===== config.mk =====
export PLATFORM = sky130hd
export DESIGN_NAME = vreg_wb_sequencer
export DESIGN_NICKNAME = d
export VERILOG_FILES = /design/src/rtl/vreg_wb_sequencer.sv
export SDC_FILE = /design/constraint.sdc
export NUM_CORES = 1
export LEC_CHECK = 0
export CAP_MARGIN = 20
export CELL_PAD_IN_SITES_DETAIL_PLACEMENT = 0
export CELL_PAD_IN_SITES_GLOBAL_PLACEMENT = 1
export CORE_ASPECT_RATIO = 0.8
export CORE_MARGIN = 5
export CORE_UTILIZATION = 36
export DETAILED_ROUTE_END_ITERATION = 16
export PLACE_DENSITY_LB_ADDON = 0.05
export SYNTH_ARGS = -nofsm -noshare
export SYNTH_HDL_FRONTEND = slang
export SYNTH_SLANG_ARGS = --single-unit
export TNS_END_PERCENT = 5

===== constraint.sdc =====
create_clock -name clk -period 5.1 [get_ports clk]
set_clock_uncertainty 0.1 [all_clocks]
set_input_delay 0.765 -clock clk [delete_from_list [all_inputs] [get_ports clk]]
set_output_delay 0.765 -clock clk [all_outputs]
set_load 0.03 [all_outputs]

===== src/rtl/vreg_wb_sequencer.sv =====
// Write-back sequencer: queues destination register-group descriptors and expands result beats
// into per-register file writes, flagging group completion and results with no destination.
module vreg_wb_sequencer #(
  parameter int unsigned ADDR_WIDTH  = 5,
  parameter int unsigned DATA_WIDTH  = 64,
  parameter int unsigned QUEUE_DEPTH = 4
) (
  input  logic                  clk,
  input  logic                  rst,
  input  logic                  req_valid,
  output logic                  req_ready,
  input  logic [2:0]            req_vlmul,
  input  logic [ADDR_WIDTH-1:0] req_addr,
  input  logic                  res_valid,
  input  logic [DATA_WIDTH-1:0] res_data,
  output logic                  wr_en,
  output logic [ADDR_WIDTH-1:0] wr_addr,
  output logic [DATA_WIDTH-1:0] wr_data,
  output logic                  grp_done,
  output logic                  orphan_err,
  output logic                  idle
);

  localparam int unsigned PTR_W = $clog2(QUEUE_DEPTH);
  localparam int unsigned OCC_W = PTR_W + 1;
  // Group size reaches 8 registers, so never narrower than 4 bits.
  localparam int unsigned CNT_W = (ADDR_WIDTH + 1 > 4) ? ADDR_WIDTH + 1 : 4;

  logic [ADDR_WIDTH-1:0] base_mem [QUEUE_DEPTH];
  logic [CNT_W-1:0]      cnt_mem  [QUEUE_DEPTH];

  logic [PTR_W-1:0]      rd_ptr;
  logic [PTR_W-1:0]      wr_ptr;
  logic [OCC_W-1:0]      occ;
  logic [CNT_W-1:0]      beat_cnt;

  logic [ADDR_WIDTH-1:0] push_base;
  logic [CNT_W-1:0]      push_cnt;
  logic [ADDR_WIDTH-1:0] head_base;
  logic [CNT_W-1:0]      head_cnt;
  logic                  empty;
  logic                  full;
  logic                  push;
  logic                  accept;
  logic                  pop;

  // Descriptor decode: integer LMUL scales the group address, fractional LMUL is a single register.
  always_comb begin
    push_base = req_addr;
    push_cnt  = CNT_W'(1);
    if (!req_vlmul[2]) begin
      push_base = ADDR_WIDTH'(req_addr << req_vlmul[1:0]);
      push_cnt  = CNT_W'(CNT_W'(1) << req_vlmul[1:0]);
    end
  end

  assign head_base = base_mem[rd_ptr];
  assign head_cnt  = cnt_mem[rd_ptr];
  assign empty     = (occ == OCC_W'(0));
  assign full      = (occ == OCC_W'(QUEUE_DEPTH));
  assign req_ready = ~full;
  assign push      = req_valid & ~full;
  assign accept    = res_valid & ~empty;
  assign pop       = accept & (beat_cnt == CNT_W'(head_cnt - CNT_W'(1)));
  assign idle      = empty & ~wr_en;

  // Descriptor storage needs no reset; occupancy gates every read.
  always_ff @(posedge clk) begin
    if (push) begin
      base_mem[wr_ptr] <= push_base;
      cnt_mem[wr_ptr]  <= push_cnt;
    end
  end

  always_ff @(posedge clk or negedge rst) begin
    if (!rst) begin
      rd_ptr   <= '0;
      wr_ptr   <= '0;
      occ      <= '0;
      beat_cnt <= '0;
    end else begin
      if (push) wr_ptr <= wr_ptr + PTR_W'(1);
      if (pop)  rd_ptr <= rd_ptr + PTR_W'(1);
      case ({push, pop})
        2'b10:   occ <= occ + OCC_W'(1);
        2'b01:   occ <= occ - OCC_W'(1);
        default: occ <= occ;
      endcase
      if (accept) beat_cnt <= pop ? CNT_W'(0) : beat_cnt + CNT_W'(1);
    end
  end

  // Register-file write port, one cycle behind the accepted beat.
  always_ff @(posedge clk or negedge rst) begin
    if (!rst) begin
      wr_en      <= 1'b0;
      wr_addr    <= '0;
      wr_data    <= '0;
      grp_done   <= 1'b0;
      orphan_err <= 1'b0;
    end else begin
      wr_en      <= accept;
      grp_done   <= pop;
      orphan_err <= res_valid & empty;
      if (accept) begin
        wr_addr <= ADDR_WIDTH'(head_base + ADDR_WIDTH'(beat_cnt));
        wr_data <= res_data;
      end
    end
  end

endmodule


# Word level (Yosys, flattened, before mapping)
# Memories as Yosys holds them, arrays and structs flattened.
# Cells that the tools add are included.
dict set report word_totals {
  ff_bits 85
  mem_bits_rw 44
  inputBits 76
  output_inout_bits 74
  word_cells 40
  n_memories 2
}
# memory depth width rd rd_ports_with_merged_regs wr line_no
set mem_list {}
lappend mem_list {cnt_mem 4 6 1 0 1 30} ;# logic [CNT_W-1:0] cnt_mem [QUEUE_DEPTH];
lappend mem_list {base_mem 4 5 1 0 1 29} ;# logic [ADDR_WIDTH-1:0] base_mem [QUEUE_DEPTH];
dict set report op_classes {
  n_addsub 7
  n_eq_ne 4
  shift 2
  muxes 6
  bitwise_logic 8
  n_reduce_logical 2
}
# cell n
set op_table {}
lappend op_table {{$mux W6} 2}
lappend op_table {{$add A6 B1 Y6 const B} 1}
lappend op_table {{$eq A6 B6 Y1} 1}
lappend op_table {{$pmux W3 S2} 1}
lappend op_table {{$shl A1 B2 Y6 const A} 1}
lappend op_table {{$sub A6 B1 Y6 const B} 1}
lappend op_table {{$add A5 B5 Y5} 1}
lappend op_table {{$and A1 B1 Y1} 5}
lappend op_table {{$mux W5} 1}
lappend op_table {{$shl A5 B2 Y5} 1}
lappend op_table {{$add A2 B1 Y2 const B} 2}
lappend op_table {{$add A3 B1 Y3 const B} 1}
lappend op_table {{$eq A3 B3 Y1 const B} 1}
lappend op_table {{$logic_not A3 Y1} 1}
lappend op_table {{$not A1 Y1} 3}
lappend op_table {{$sub A3 B1 Y3 const B} 1}
lappend op_table {{$eq A2 B1 Y1 const B} 1}
lappend op_table {{$eq A2 B2 Y1 const B} 1}
lappend op_table {{$mux W1} 2}
lappend op_table {{$reduce_bool A2 Y1} 1}

# Logic depth before layout (Yosys ltp)
dict set report depth {
  word_depth 6
  depth_mapped 14
  depth_no_buf 13
}

# Least setup slack after synthesis
# OpenSTA, ideal clock, no wires.
dict set report synth_path {
  path_kind {register to register}
  startpoint {register rd_ptr[0]}
  endpoint {register occ[2]}
  setup_time_ns 0.079
  arrival_time_ns 3.700
  required_ns 4.921
  setup_slack_ns 1.221
  stages_incl_launch_ff 15
  path_buffers 1
  synth_period_minus_slack_ns 3.879
  path_cell_list {dfrtp_1 buf_6 mux4_1 inv_1 ha_1 inv_1 or4_1 a2111o_1 a211oi_4 ha_1 inv_1 fa_1 xor2_1 nor2_1 xor2_1}
}
dict set report synth_via {
  elab_chain_len 6
  elab_cells_between_ends 8
}
# item line_no
set synth_rtl {}
lappend synth_rtl {{from (decl)} 32} ;# logic [PTR_W-1:0] rd_ptr;
lappend synth_rtl {{from (signal assigned)} 83} ;# if (pop) rd_ptr <= rd_ptr + PTR_W'(1);
lappend synth_rtl {{$mem_v2 Z4 W6 *} n/a}
lappend synth_rtl {{$sub A6 B1 Y6 *} 64} ;# assign pop = accept & (beat_cnt == CNT_W'(head_cnt - CNT_W'(1)));
lappend synth_rtl {{$eq A6 B6 Y1 *} 64}
lappend synth_rtl {{$and A1 B1 Y1 *} 64}
lappend synth_rtl {{net pop} 45} ;# logic pop;
lappend synth_rtl {{$eq A2 B1 Y1 or $eq A2 B2 Y1 (tied branches)} 84} ;# case ({push, pop})
lappend synth_rtl {{$pmux W3 S2 or $reduce_bool A2 Y1 (tied branches)} n/a}
lappend synth_rtl {{to (signal assigned)} 85} ;# 2'b10: occ <= occ + OCC_W'(1);
lappend synth_rtl {{to (signal assigned)} 86} ;# 2'b01: occ <= occ - OCC_W'(1);
lappend synth_rtl {{to (decl)} 34} ;# logic [OCC_W-1:0] occ;
# Mark *: on every way through the listed nets, which the timed path passes. The rest lies on a longest branch.
# A chain may end at the register's enable or synchronous reset.

# Worst setup path in the final report
# Same ends and word-level chain as after synthesis.

==> flow_summary.toml <==
[die]
die-area_um2 = 16800
die_w_um = 144
ios = 150
initial_core_util_pct = 36.4
rows = 39
dieHeight_um = 117
coreArea_um2 = 14200

[setup_path]
reg2reg_to = "occ[2]"
endpoint_kind = "flip-flop"
r2r-start = "rd_ptr[0]"
cp_max_fo = 11
crit_end = "occ[2]"
rr_worst_depth = 14
cp-start-kind = "flip-flop"
startpoint = "rd_ptr[0]"
cp.required_ps = 5330
crit_type = "reg2reg"
arrival_ps = 4580
r2r_setup_slack_ps = 760

[routing]
dr.pass1.iters = 4
vias_per_cell = 4.57
vias = 3772
ant_nets = 0
drt-initial-drc-count = 204
wirelength_um = 12500
drc = 0
wl_per_cell_um = 15.1

[synthesis]
synth_area_um2 = 5140
synth_top_cells_by_count = "nand2_1 (211), dfrtp_1 (85), edfxtp_1 (36), clkbuf_1 (18), inv_1 (17)"
synth-edff-count = 36
syn_inst = 478
synthArstFlopShare_pct = 70.2
ys_seq_area_share_pct = 62.4
syn-num-nets = 567
synth.avg_cell_area_um2 = 10.8
synth.most_common_cell = "nand2_1"
yosys_warnings = 0
synth.top_cell.area_share_pct = 41.3
yosysTopAreaCell = "dfrtp_1"
synth-main-ff-cell = "dfrtp_1"
ys_top_cells_by_area = "dfrtp_1 (41%), edfxtp_1 (21%), nand2_1 (15%)"
synth_cell_types = 37
synth_seq_cells = 121

[global_routing]
antenna_found_initial = 0
grt_pass1_wl_um = 19500
grt_overflow = 0
grt_pass1_vias = 3846
track_usage_pct = 15.1
grt_max_degree = 62

[clocking]
postCtsSetupBuffers = 0
root_buffer = "clkbuf_16"
clock-sinks = 121
htree_levels = 4
clk-insertion-delay-late_ps = 410
cts_tree = "done"
holdBufCountCts = 0
cts_max_path_buffers = 2
ctsResizeCount = 0
cts_buffers = 17
clk_pin_slew_worst_paths_ps = 50

[sta]
setup_viol = 0
drv_slew = 0
hold_viol = 0
fin_crit_sh_pct = 85.2
slew_headroom_pct = 38.6
timing.fmax_mhz = 230
fin_crit_ps = 4340
rsz0062_at_grt = "false"
tns_ps = 0
tightest_slew_ps = 912

[cells_and_area]
drive_above_1_share_pct = 4.98
final_nets = 718
area_growth_pct = 42.6
antenna_cells = 0
fin_area_um2 = 7340

[power]
power_density_nw_per_um2 = 584
p_leak_nw = 3.31
peakVddDrop_v = 0.000256

[hold_path]
hp-class = "in2async"

[place]
io_buffers = 149
dp.final_hpwl_um = 8790
gp_congestion = 0.723
place_area_um2 = 6790

[job]
maxCapViolations = 0

[outcome]
status = "finished, final reports clean"
## per-layer routing
metal	vias up	global-route usage, %	share of wire [%]
met5	-	0	0
met1	1782	20.5	47
li1	1872	-	-
met2	110	22.4	45
met4	0	4.58	0.91
met3	8	6.21	7.5
## kinds of logic (layout without fill, tap and decap cells)
kind of cell | count (synthesis) | count (layout) | synth area share [%]
xor+xnor | 14 | 14 | 2.38
simple gates | 248 | 248 | 19.7
mux | 12 | 12 | 5.11
compound gates | 32 | 32 | 3.82
fa+ha+maj | 13 | 13 | 3.45
buf+inv | 38 | 202 | 3.19
flops | 121 | 121 | 62.4
## state kept, by name, indices dropped and copies added, names as in the netlist, 2 cells and up
register,cells
rd_ptr,2
base_mem,20
wr_ptr,2
cnt_mem,16
wr_data,64
wr_addr,5
occ,3
beat_cnt,6
## per-stage QoR
step                utilization [%]  hold slack (ps)  power [mW]  setup WS [ps]  cells
finish                         51.8              228        4.28            756    826
global route                   51.8              265        4.56            492    826
CTS                            51.8              242        4.35            702    826
detailed placement             48.0              361        3.22            741    794
global placement               48.0              356        3.20            821    794
floorplan                         -              369        2.54           1220    478
## critical path: stages, from the launching register on
cell and delay [ps]:
dfrtp_1 700, mux4_1 700, inv_1 90, ha_1 180, inv_1 60, or4_1 490, a2111o_1 490, a211oi_4 230
buf_4 180, ha_1 190, inv_1 60, fa_1 370, xor2_1 150, nor2_1 120, xor2_1 150
## report_power, final
group	leakage (nW)	total (mW)	internal [mW]	switching, mW
combinational	1.67	1.68	0.703	0.974
clock	0.267	1.10	0.703	0.397
sequential	1.37	1.51	1.31	0.198
## placed cells by master (no fill, tap or decap), drive strengths merged, types with 2 or more instances in the layout
master / n
clkinv: 11
dfrtp: 85
and3b: 2
bufinv: 2
nor3: 7
a21oi: 7
nor3b: 4
and3: 7
mux4: 9
nand3: 4
xor2: 6
nor2: 4
buf: 5
and2: 3
inv: 17
nor2b: 2
nand2: 211
clkdlybuf4s50: 148
a211oi: 2
ha: 11
clkbuf: 19
mux2i: 3
a21o: 2
fa: 2
xnor2: 8
o21ai: 16
edfxtp: 36
## worst min-delay path by stage
| stage | startpoint | end | depth (start not counted) |
|---|---|---|---|
| after floorplan | rst | beat_cnt[0] | 0 |
| after global placement | wr_data[15] | wr_data[15] | 2 |
| after detailed placement | wr_data[49] | wr_data[49] | 2 |
| after CTS | rst | wr_data[13] | 1 |
| after global routing | rst | wr_data[12] | 1 |
| final | rst | wr_data[13] | 1 |
## cell type report
type                    instances  area, um^2
inverters                      17        63.8
clock buffers                  19         433
well taps                     184         230
flip-flops and latches        121        3210
multi-input cells             319        1770
repair buffers                153        1520
fillers                      1286        6810
clock inverters                13         110
Note: power is estimated with default switching activity, not from simulation.
